===== src/rtl/udp_40g_pkg.sv =====
// Shared types and widths for the udp_40G_TOP link supervision logic.
package udp_40g_pkg;

  typedef enum logic [2:0] {
    RST_HOLD   = 3'd0,
    GT_WAIT    = 3'd1,
    ALIGN_WAIT = 3'd2,
    LINK_UP    = 3'd3
  } link_state_t;

  localparam int LINK_RETRY_W = 8;
  localparam int LINK_STAT_W  = 16;

endpackage


===== src/rtl/sync_2ff.sv =====
// Single-bit two-flop synchronizer for asynchronous status inputs.
module sync_2ff (
  input  logic clk,
  input  logic rst_n,
  input  logic d,
  output logic q
);

  logic meta;

  always_ff @(posedge clk or negedge rst_n) begin
    if (!rst_n) begin
      meta <= 1'b0;
      q    <= 1'b0;
    end else begin
      meta <= d;
      q    <= meta;
    end
  end

endmodule


===== src/rtl/mac40g_link_ctrl.sv =====
// Bring-up and supervision sequencer for one 40G MAC/GT port; outputs decode from the next state.
// Optional LINK_CTRL_STATS_EN adds link_drop_cnt and up_time_cnt outputs.
module mac40g_link_ctrl
  import udp_40g_pkg::*;
#(
  parameter int RESET_CYCLES  = 64,
  parameter int LOCK_TIMEOUT  = 65536,
  parameter int ALIGN_TIMEOUT = 262144,
  parameter int ALIGN_STABLE  = 256
) (
  input  logic                    sys_clk,
  input  logic                    sys_reset_n,
  input  logic                    enable,
  input  logic                    force_reset,
  input  logic                    gt_locked,
  input  logic                    rx_aligned,
  output logic                    gt_reset,
  output logic                    mac_reset,
  output logic                    ctl_rx_enable,
  output logic                    ctl_tx_enable,
  output logic                    ctl_tx_send_rfi,
  output logic                    link_up,
  output logic [2:0]              state,
  output logic [LINK_RETRY_W-1:0] retry_cnt
`ifdef LINK_CTRL_STATS_EN
  ,
  output logic [LINK_STAT_W-1:0]  link_drop_cnt,
  output logic [31:0]             up_time_cnt
`endif
);

  localparam int MAX_A  = (RESET_CYCLES > LOCK_TIMEOUT) ? RESET_CYCLES : LOCK_TIMEOUT;
  localparam int MAX_B  = (ALIGN_TIMEOUT > ALIGN_STABLE) ? ALIGN_TIMEOUT : ALIGN_STABLE;
  localparam int MAX_P  = (MAX_A > MAX_B) ? MAX_A : MAX_B;
  localparam int CNT_W  = $clog2(MAX_P);
  localparam int STB_W  = $clog2(ALIGN_STABLE + 1);

  localparam logic [CNT_W-1:0] RST_LAST   = CNT_W'(RESET_CYCLES - 1);
  localparam logic [CNT_W-1:0] LOCK_LAST  = CNT_W'(LOCK_TIMEOUT - 1);
  localparam logic [CNT_W-1:0] ALIGN_LAST = CNT_W'(ALIGN_TIMEOUT - 1);
  localparam logic [STB_W-1:0] STB_DONE   = STB_W'(ALIGN_STABLE);

  link_state_t      cur;
  link_state_t      nxt;
  logic [CNT_W-1:0] cnt;
  logic [STB_W-1:0] stable_cnt;
  logic             lock_s;
  logic             align_s;
  logic             restart;
  logic             timeout;

  sync_2ff u_sync_lock (
    .clk   (sys_clk),
    .rst_n (sys_reset_n),
    .d     (gt_locked),
    .q     (lock_s)
  );

  sync_2ff u_sync_align (
    .clk   (sys_clk),
    .rst_n (sys_reset_n),
    .d     (rx_aligned),
    .q     (align_s)
  );

  assign restart = !enable || force_reset;
  assign state   = cur;

  always_comb begin
    nxt     = cur;
    timeout = 1'b0;
    if (restart) begin
      nxt = RST_HOLD;
    end else if (!lock_s && (cur == ALIGN_WAIT || cur == LINK_UP)) begin
      nxt = RST_HOLD;
    end else begin
      unique case (cur)
        RST_HOLD: begin
          if (cnt == RST_LAST) nxt = GT_WAIT;
        end
        GT_WAIT: begin
          if (lock_s) begin
            nxt = ALIGN_WAIT;
          end else if (cnt == LOCK_LAST) begin
            nxt     = RST_HOLD;
            timeout = 1'b1;
          end
        end
        // Stable completion is checked first so it beats a coincident timeout.
        ALIGN_WAIT: begin
          if (stable_cnt == STB_DONE) begin
            nxt = LINK_UP;
          end else if (cnt == ALIGN_LAST) begin
            nxt     = RST_HOLD;
            timeout = 1'b1;
          end
        end
        LINK_UP: begin
          if (!align_s) nxt = ALIGN_WAIT;
        end
        default: nxt = RST_HOLD;
      endcase
    end
  end

  always_ff @(posedge sys_clk or negedge sys_reset_n) begin
    if (!sys_reset_n) begin
      cur             <= RST_HOLD;
      cnt             <= '0;
      stable_cnt      <= '0;
      retry_cnt       <= '0;
      gt_reset        <= 1'b1;
      mac_reset       <= 1'b1;
      ctl_rx_enable   <= 1'b0;
      ctl_tx_enable   <= 1'b0;
      ctl_tx_send_rfi <= 1'b0;
      link_up         <= 1'b0;
    end else begin
      cur <= nxt;

      if (nxt != cur || restart || cur == LINK_UP) cnt <= '0;
      else                                         cnt <= cnt + 1'b1;

      if (nxt != cur || cur != ALIGN_WAIT || !align_s) stable_cnt <= '0;
      else if (stable_cnt != STB_DONE)                 stable_cnt <= stable_cnt + 1'b1;

      if (timeout && retry_cnt != '1) retry_cnt <= retry_cnt + 1'b1;

      gt_reset        <= (nxt == RST_HOLD);
      mac_reset       <= (nxt == RST_HOLD) || (nxt == GT_WAIT);
      ctl_rx_enable   <= (nxt == ALIGN_WAIT) || (nxt == LINK_UP);
      ctl_tx_enable   <= (nxt == LINK_UP);
      ctl_tx_send_rfi <= (nxt == ALIGN_WAIT);
      link_up         <= (nxt == LINK_UP);
    end
  end

`ifdef LINK_CTRL_STATS_EN
  always_ff @(posedge sys_clk or negedge sys_reset_n) begin
    if (!sys_reset_n) begin
      link_drop_cnt <= '0;
      up_time_cnt   <= '0;
    end else begin
      if (cur == LINK_UP && nxt != LINK_UP && link_drop_cnt != '1)
        link_drop_cnt <= link_drop_cnt + 1'b1;
      if (nxt == LINK_UP && cur != LINK_UP)
        up_time_cnt <= '0;
      else if (cur == LINK_UP && up_time_cnt != '1)
        up_time_cnt <= up_time_cnt + 1'b1;
    end
  end
`endif

endmodule

===== config.mk =====
export PLATFORM = sky130hd
export DESIGN_NAME = mac40g_link_ctrl
export DESIGN_NICKNAME = d
export VERILOG_FILES = /design/src/rtl/udp_40g_pkg.sv /design/src/rtl/sync_2ff.sv /design/src/rtl/mac40g_link_ctrl.sv
export SDC_FILE = /design/constraint.sdc
export NUM_CORES = 1
export LEC_CHECK = 0
export ABC_AREA = 1
export CELL_PAD_IN_SITES_DETAIL_PLACEMENT = 1
export CELL_PAD_IN_SITES_GLOBAL_PLACEMENT = 1
export CORE_ASPECT_RATIO = 2
export CORE_MARGIN = 2
export CORE_UTILIZATION = 47
export DETAILED_ROUTE_END_ITERATION = 10
export PLACE_DENSITY = 0.92
export SLEW_MARGIN = 20
export SYNTH_ARGS = -nofsm -noshare
export SYNTH_HDL_FRONTEND = slang
export SYNTH_HIERARCHICAL = 1
export SYNTH_SLANG_ARGS = --single-unit

===== constraint.sdc =====
create_clock -name sys_clk -period 3.36 [get_ports sys_clk]
set_input_delay 0.504 -clock sys_clk [delete_from_list [all_inputs] [get_ports sys_clk]]
set_output_delay 0.504 -clock sys_clk [all_outputs]
set_load 0.02 [all_outputs]

; Word-level counts from Yosys, hierarchy flattened
; Index checks and enable logic that the tools add are counted.
; W data, S select, Z words.
[totals]
regBits = 47
word_cells = 65
input_bits = 6
out_inout_bits = 17
[classes]
n_mux = 19
n_reduce_logical = 16
addsub = 3
n_eq_ne = 14
[ops]
columns = op, count
row1 = $mux W3, 8
row2 = $add A18 B1 Y18 const B, 1
row3 = $eq A18 B16 Y1 const B, 1
row4 = $eq A18 B18 Y1 const B, 1
row5 = $eq A18 B6 Y1 const B, 1
row6 = $mux W18, 1
row7 = $mux W9, 2
row8 = $eq A3 B2 Y1 const B, 4
row9 = $pmux W3 S4, 1
row10 = $add A9 B1 Y9 const B, 1
row11 = $eq A9 B9 Y1 const B, 1
row12 = $ne A9 B9 Y1 const B, 1
row13 = $add A8 B1 Y8 const B, 1
row14 = $logic_or A1 B1 Y1, 8
row15 = $ne A8 B8 Y1 const B, 1
row16 = $eq A3 B1 Y1 const B, 2
row17 = $logic_not A3 Y1, 2
row18 = $mux W1, 6
row19 = $logic_not A1 Y1, 3
row20 = $ne A3 B2 Y1 const B, 1
row21 = $ne A3 B3 Y1, 1
row22 = $logic_and A1 B1 Y1, 2
row23 = $pmux W1 S2, 1
row24 = $reduce_bool A2 Y1, 1

; Logic depth before layout (Yosys ltp)
[logic_depth]
word_depth = 10
depth_mapped = 17
mapped_depth_nobuf = 16

; Hierarchy
; Netlist, hierarchy kept.
[modules_own_cells]
columns = module, seq_area_each_um2, instances, cells_per_inst, area_per_inst_um2
row1 = mac40g_link_ctrl, 1078.5, 1, 263, 2294.7
row2 = sync_2ff, 50.0, 2, 2, 50.0

; Worst setup path before layout
; OpenSTA, ideal clock, no wires.
[synth_timing]
kind = register -> register
from = reg cur[1], in the netlist state[1]
to = reg cnt[16]
stages_incl_launch_ff = 13
setup_slack_ns = 1.477
arrival_ns = 1.816
setup_time_ns = 0.068
synth_period_minus_slack_ns = 1.883
required_ns = 3.292
n_path_buf = 1
path_cell_list = dfrtp_1 -> inv_1 -> nor2_2 -> nand2_1 -> nand2_1 -> nor2_1 -> nand2_2 -> nand2_1 -> nand3_2 -> nor2_4 -> nand2_4 -> buf_12 -> nor2_4
[synth_between]
elab_chain_len = 9
elab_cells_between_ends = 19
classes_between = 4 x eq/ne / 10 x mux / 5 x reduce/logical
[synth_rtl]
columns = element, line
row1 = from (decl), mac40g_link_ctrl.sv:43  ; link_state_t cur;
row2 = from (signal assigned), mac40g_link_ctrl.sv:119  ; cur <= nxt;
row3 = $mux W3 (tied with other cells), mac40g_link_ctrl.sv:93  ; end else if (cnt == ALIGN_LAST) begin
row4 = $mux W3 (tied with other cells), mac40g_link_ctrl.sv:91  ; if (stable_cnt == STB_DONE) begin
row5 = $pmux W3 S4 or $logic_and A1 B1 Y1 (tied branches), "mac40g_link_ctrl.sv:77, mac40g_link_ctrl.sv:74"
row6 = $mux W3, mac40g_link_ctrl.sv:74  ; end else if (!lock_s && (cur == ALIGN_WAIT || cur == LINK_UP)) begin
row7 = $mux W3, mac40g_link_ctrl.sv:72  ; if (restart) begin
row8 = $ne A3 B3 Y1, mac40g_link_ctrl.sv:121  ; if (nxt != cur || restart || cur == LINK_UP) cnt <= '0;
row9 = $logic_or A1 B1 Y1, mac40g_link_ctrl.sv:121
row10 = $logic_or A1 B1 Y1 (*), mac40g_link_ctrl.sv:121
row11 = $mux W18 (*), mac40g_link_ctrl.sv:121
row12 = to (signal assigned), mac40g_link_ctrl.sv:122  ; else cnt <= cnt + 1'b1;
row13 = to (decl), mac40g_link_ctrl.sv:45  ; logic [CNT_W-1:0] cnt;
; Mark *: on every way between the ends. The rest lies on a longest branch, timed or not.
; A chain may end at the register's enable or synchronous reset.

; Worst setup path in the final report
[layout_timing]
from = reg cnt[0]
to = reg retry_cnt[5]
[layout_between]
elab_chain_len = 7
elab_cells_between_ends = 10
classes_between = 2 x eq/ne / 7 x mux / 1 x reduce/logical
[layout_rtl]
columns = element, line
row1 = $eq A18 B18 Y1 or $eq A18 B16 Y1 (tied branches), "mac40g_link_ctrl.sv:93, mac40g_link_ctrl.sv:84"
row2 = $mux W1 (on tied branches), "mac40g_link_ctrl.sv:93, mac40g_link_ctrl.sv:84"
row3 = $mux W1 (on tied branches), "mac40g_link_ctrl.sv:91, mac40g_link_ctrl.sv:82"
row4 = $pmux W1 S2 (*), mac40g_link_ctrl.sv:77  ; unique case (cur)
row5 = $mux W1 (*), mac40g_link_ctrl.sv:74
row6 = $mux W1 (*), mac40g_link_ctrl.sv:72
row7 = $logic_and A1 B1 Y1 (*), mac40g_link_ctrl.sv:127  ; if (timeout && retry_cnt != '1) retry_cnt <= retry_cnt + 1'b1;
row8 = to (signal assigned), mac40g_link_ctrl.sv:127
row9 = to (decl), mac40g_link_ctrl.sv:24  ; output logic [LINK_RETRY_W-1:0] retry_cnt
; Marks and branches as above.

==> impl_metrics.py <==
metrics = {
    "yosys": {
        "synth_most_common_cell": "nor2_1",
        "yosysTopAreaCell": "dfrtp_1",
        "synth_edf_count": 0,
        "async_reset_ff_frac": 1.00,
        "syn-cell-area_um2": 2390,
        "synth_area_leaders": "dfrtp_1 47%, nor2_1 7.8%, nand2_1 6.6%",
        "ys_top_cells_by_count": "50 x nor2_1, 45 x dfrtp_1, 42 x nand2_1, 29 x inv_1, 19 x nand3_1",
        "synth_top_area_frac": 0.470,
        "synthDistinctLibCells": 24,
        "synthCells": 267,
        "synthFlopType": "dfrtp_1",
        "syn_avg_cell_area_um2": 8.97,
        "ys_ff_latch": 47,
        "ys_warn_count": 6,
        "synth_nets": 277,
        "yosysSeqAreaShare": 0.492,
    },
    "power_and_ir_drop": {
        "clockPowerShare": 0.389,
        "p_leak_nw": 1.23,
        "swShare": 0.227,
        "p_comb_frac": 0.034,
        "internal_power_mw": 0.766,
        "power.density_nw_per_um2": 359,
        "p_switching_mw": 0.224,
        "p_seq_frac": 0.577,
        "vdd_drop_max_mv": 0.385,
        "fin_total_pwr_mw": 0.991,
    },
    "die": {
        "die_x_um": 54.5,
        "pin_count": 23,
        "start_util": 0.488,
        "die_area_um2": 5720,
        "fp-row-count": 36,
        "fp.dieH_um": 105,
        "design.core.area_um2": 4910,
    },
    "sta": {
        "setup_tns_ns": 0,
        "drv_slew": 0,
        "rsz0062_at_grt": "false",
        "finalSetupViolations": 0,
        "max_freq_mhz": 396,
        "maxSlewHeadroom": 0.604,
        "worst_slack_ns": 0.837,
        "fin_worst_skew_ns": 0.00626,
        "min_period_over_period": 0.751,
        "finalHoldViolCount": 0,
        "worst_pin_slew_ns": 0.594,
        "fin_crit_ns": 2.52,
    },
    "placed_design": {
        "gp_congestion": 0.817,
        "dp_worst_setup_slack_ns": 0.771,
        "dpl_cell_area_um2": 2650,
        "io_buffers": 22,
        "post-dp-hpwl_mm": 4.31,
    },
    "global_route": {
        "grt_max_degree": 48,
        "grt_usage": 0.254,
        "grt_remaining_overflow": 0,
        "grt_pass1_vias": 2145,
        "antenna_found_initial": 0,
        "grt_pass1_wl_mm": 10.1,
    },
    "clocking": {
        "root_buffer": "clkbuf_8",
        "cts_buffers": 5,
        "post_cts_resized": 0,
        "cts_tree": "yes",
        "ctsHtreeMaxLevel": 2,
        "clk_transition_reported_paths_ns": 0.09,
        "cts_hold_buf": 0,
        "clock-sinks": 47,
        "worstSkewPairLatency_ns": 0.32,
        "clk_path_buf_depth": 2,
        "cts_setup_buffers": 0,
    },
    "finish": {
        "area_growth_pct": 15.1,
        "nets": 304,
        "num-fill-cells": 575,
        "fin_util": 0.561,
        "final_area_um2": 2760,
        "drive_gt1_frac": 0.125,
        "antennaDiodeCount": 0,
        "register_area_um2": 1180,
        "multiInputGateArea_um2": 1080,
    },
    "worst_setup_path": {
        "cp_common_cell": "nand2_1",
        "path_max_fanout": 4,
        "slowest_delay_ns": 0.46,
        "worst_path_max_delay_cell": "o21ai_0",
        "arrival_ns": 2.72,
        "path_cells": "ha_1 > nand2_1 > nor2_2 > nand2_2 > nor2_4 > nand2_1 > o21ai_0 > nand4_1 > o21ai_0 > nand2_1",
        "start_kind": "flop",
        "cp-end-kind": "flop",
        "crit_type": "reg -> reg",
        "worstPathRequired_ns": 3.56,
    },
    "detailed_routing": {
        "drt-total-wl_mm": 6.17,
        "drt_first_pass_iters": 4,
        "wl_per_cell_um": 17.5,
        "drt_iter0_markers": 31,
        "via_per_inst": 5.30,
        "post-route-drc-count": 0,
        "final_antenna_net_count": 0,
        "vias": 1866,
    },
    "min_path": {
        "hold_class": "in -> async",
    },
    "flow_run": {
        "drv_cap": 0,
    },
    "status": {
        "status": "finished, final reports clean",
    },
}
[critical path: cells and delay by family, from the launching register on]
family	cells	cell delay (ns)
AND/OR/NAND/NOR	7	0.99
AO/OA/AOI/OAI	2	0.74
flip-flops	1	0.43
adder cells (fa/ha/maj)	1	0.24
[cell families after synthesis]
logic type | after synthesis | synth area share
DFF | 47 | 0.492
and+or+nand+nor | 149 | 0.312
AOI/OAI and AO/OA | 9 | 0.0209
xor gates and xnor gates | 26 | 0.0951
buffers and inverters | 31 | 0.0569
other | 1 | 0.00157
adders and majority gates | 4 | 0.0209
[sequential cells by signal, indices dropped and copies added, names as in the netlist]
| signal | cells |
|---|---|
| link_up | 1 |
| ctl_rx_enable | 1 |
| ctl_tx_send_rfi | 1 |
| u_sync_lock/meta | 1 |
| u_sync_lock/q | 1 |
| gt_reset | 1 |
| retry_cnt | 8 |
| stable_cnt | 9 |
| state | 3 |
| mac_reset | 1 |
| cnt | 18 |
| u_sync_align/q | 1 |
| u_sync_align/meta | 1 |
[stage by stage]
| step | std cells | hold WS, ns |
|---|---|---|
| final | 352 | 0.172 |
| after global routing | 352 | 0.218 |
| after CTS | 352 | 0.355 |
| after detailed placement | 344 | 0.337 |
| after global placement | 344 | 0.338 |
| after floorplan | 267 | 0.208 |
[layer usage]
layer	share of wire	track usage
met4	0.043	0.139
met2	0.59	0.449
met1	0.34	0.249
met5	0	0
met3	0.033	0.0629
[power by group through the flow]
| stage | clock network, mW | logic (mW) | registers [mW] |
|---|---|---|---|
| after global routing | 0.410 | 0.0373 | 0.572 |
| final | 0.385 | 0.0333 | 0.572 |
| after CTS | 0.388 | 0.0337 | 0.572 |
| after global placement | 0 | 0.0319 | 0.583 |
| after floorplan | 0 | 0.0143 | 0.583 |
| after detailed placement | 0 | 0.0334 | 0.583 |
[path summary, 6_finish.rpt]
path                                                   from                       end  slack, ns  cells past startpoint
worst max-delay path                       cnt[0]$_DFF_PN0_  retry_cnt[5]$_DFFE_PN0P_       0.84                     10
worst min-delay path                            sys_reset_n          cnt[8]$_DFF_PN0_       0.17                      1
worst max register to register             cnt[0]$_DFF_PN0_  retry_cnt[5]$_DFFE_PN0P_       0.84                     10
worst min register to register  u_sync_align/meta$_DFF_PN0_  u_sync_align/q$_DFF_PN0_       0.35                      0
max in group asynchronous                       sys_reset_n  retry_cnt[0]$_DFFE_PN0P_       2.77                      1
min in group sys_clk            u_sync_align/meta$_DFF_PN0_  u_sync_align/q$_DFF_PN0_       0.35                      0
[cell usage in the layout (no fill, tap or decap)]
cell type / n
nor3b_1: 1
clkdlybuf4s50_1: 21
nand3_1: 19
nand3_2: 1
xnor2_1: 10
clkbuf_8: 7
nor2_2: 4
dfrtp_1: 45
nand2_2: 8
xor2_1: 16
o21bai_1: 2
nor3_1: 4
buf_4: 1
conb_1: 1
nand2_1: 42
nor2_4: 12
dfstp_2: 2
clkbuf_1: 1
a21oi_1: 2
inv_1: 29
nor2_1: 50
o21ai_0: 5
nand2_4: 2
ha_1: 4
nand4_1: 5
and2_0: 1
[layout make-up]
type,instances,share of cell area
clock buffer,8,0.0363
inverter,29,0.0395
multi-input combinational,189,0.392
sequential,47,0.428
tap,57,0.0259
timing repair buffer,22,0.0790
No activity file was read; power rests on OpenSTA's default activity.
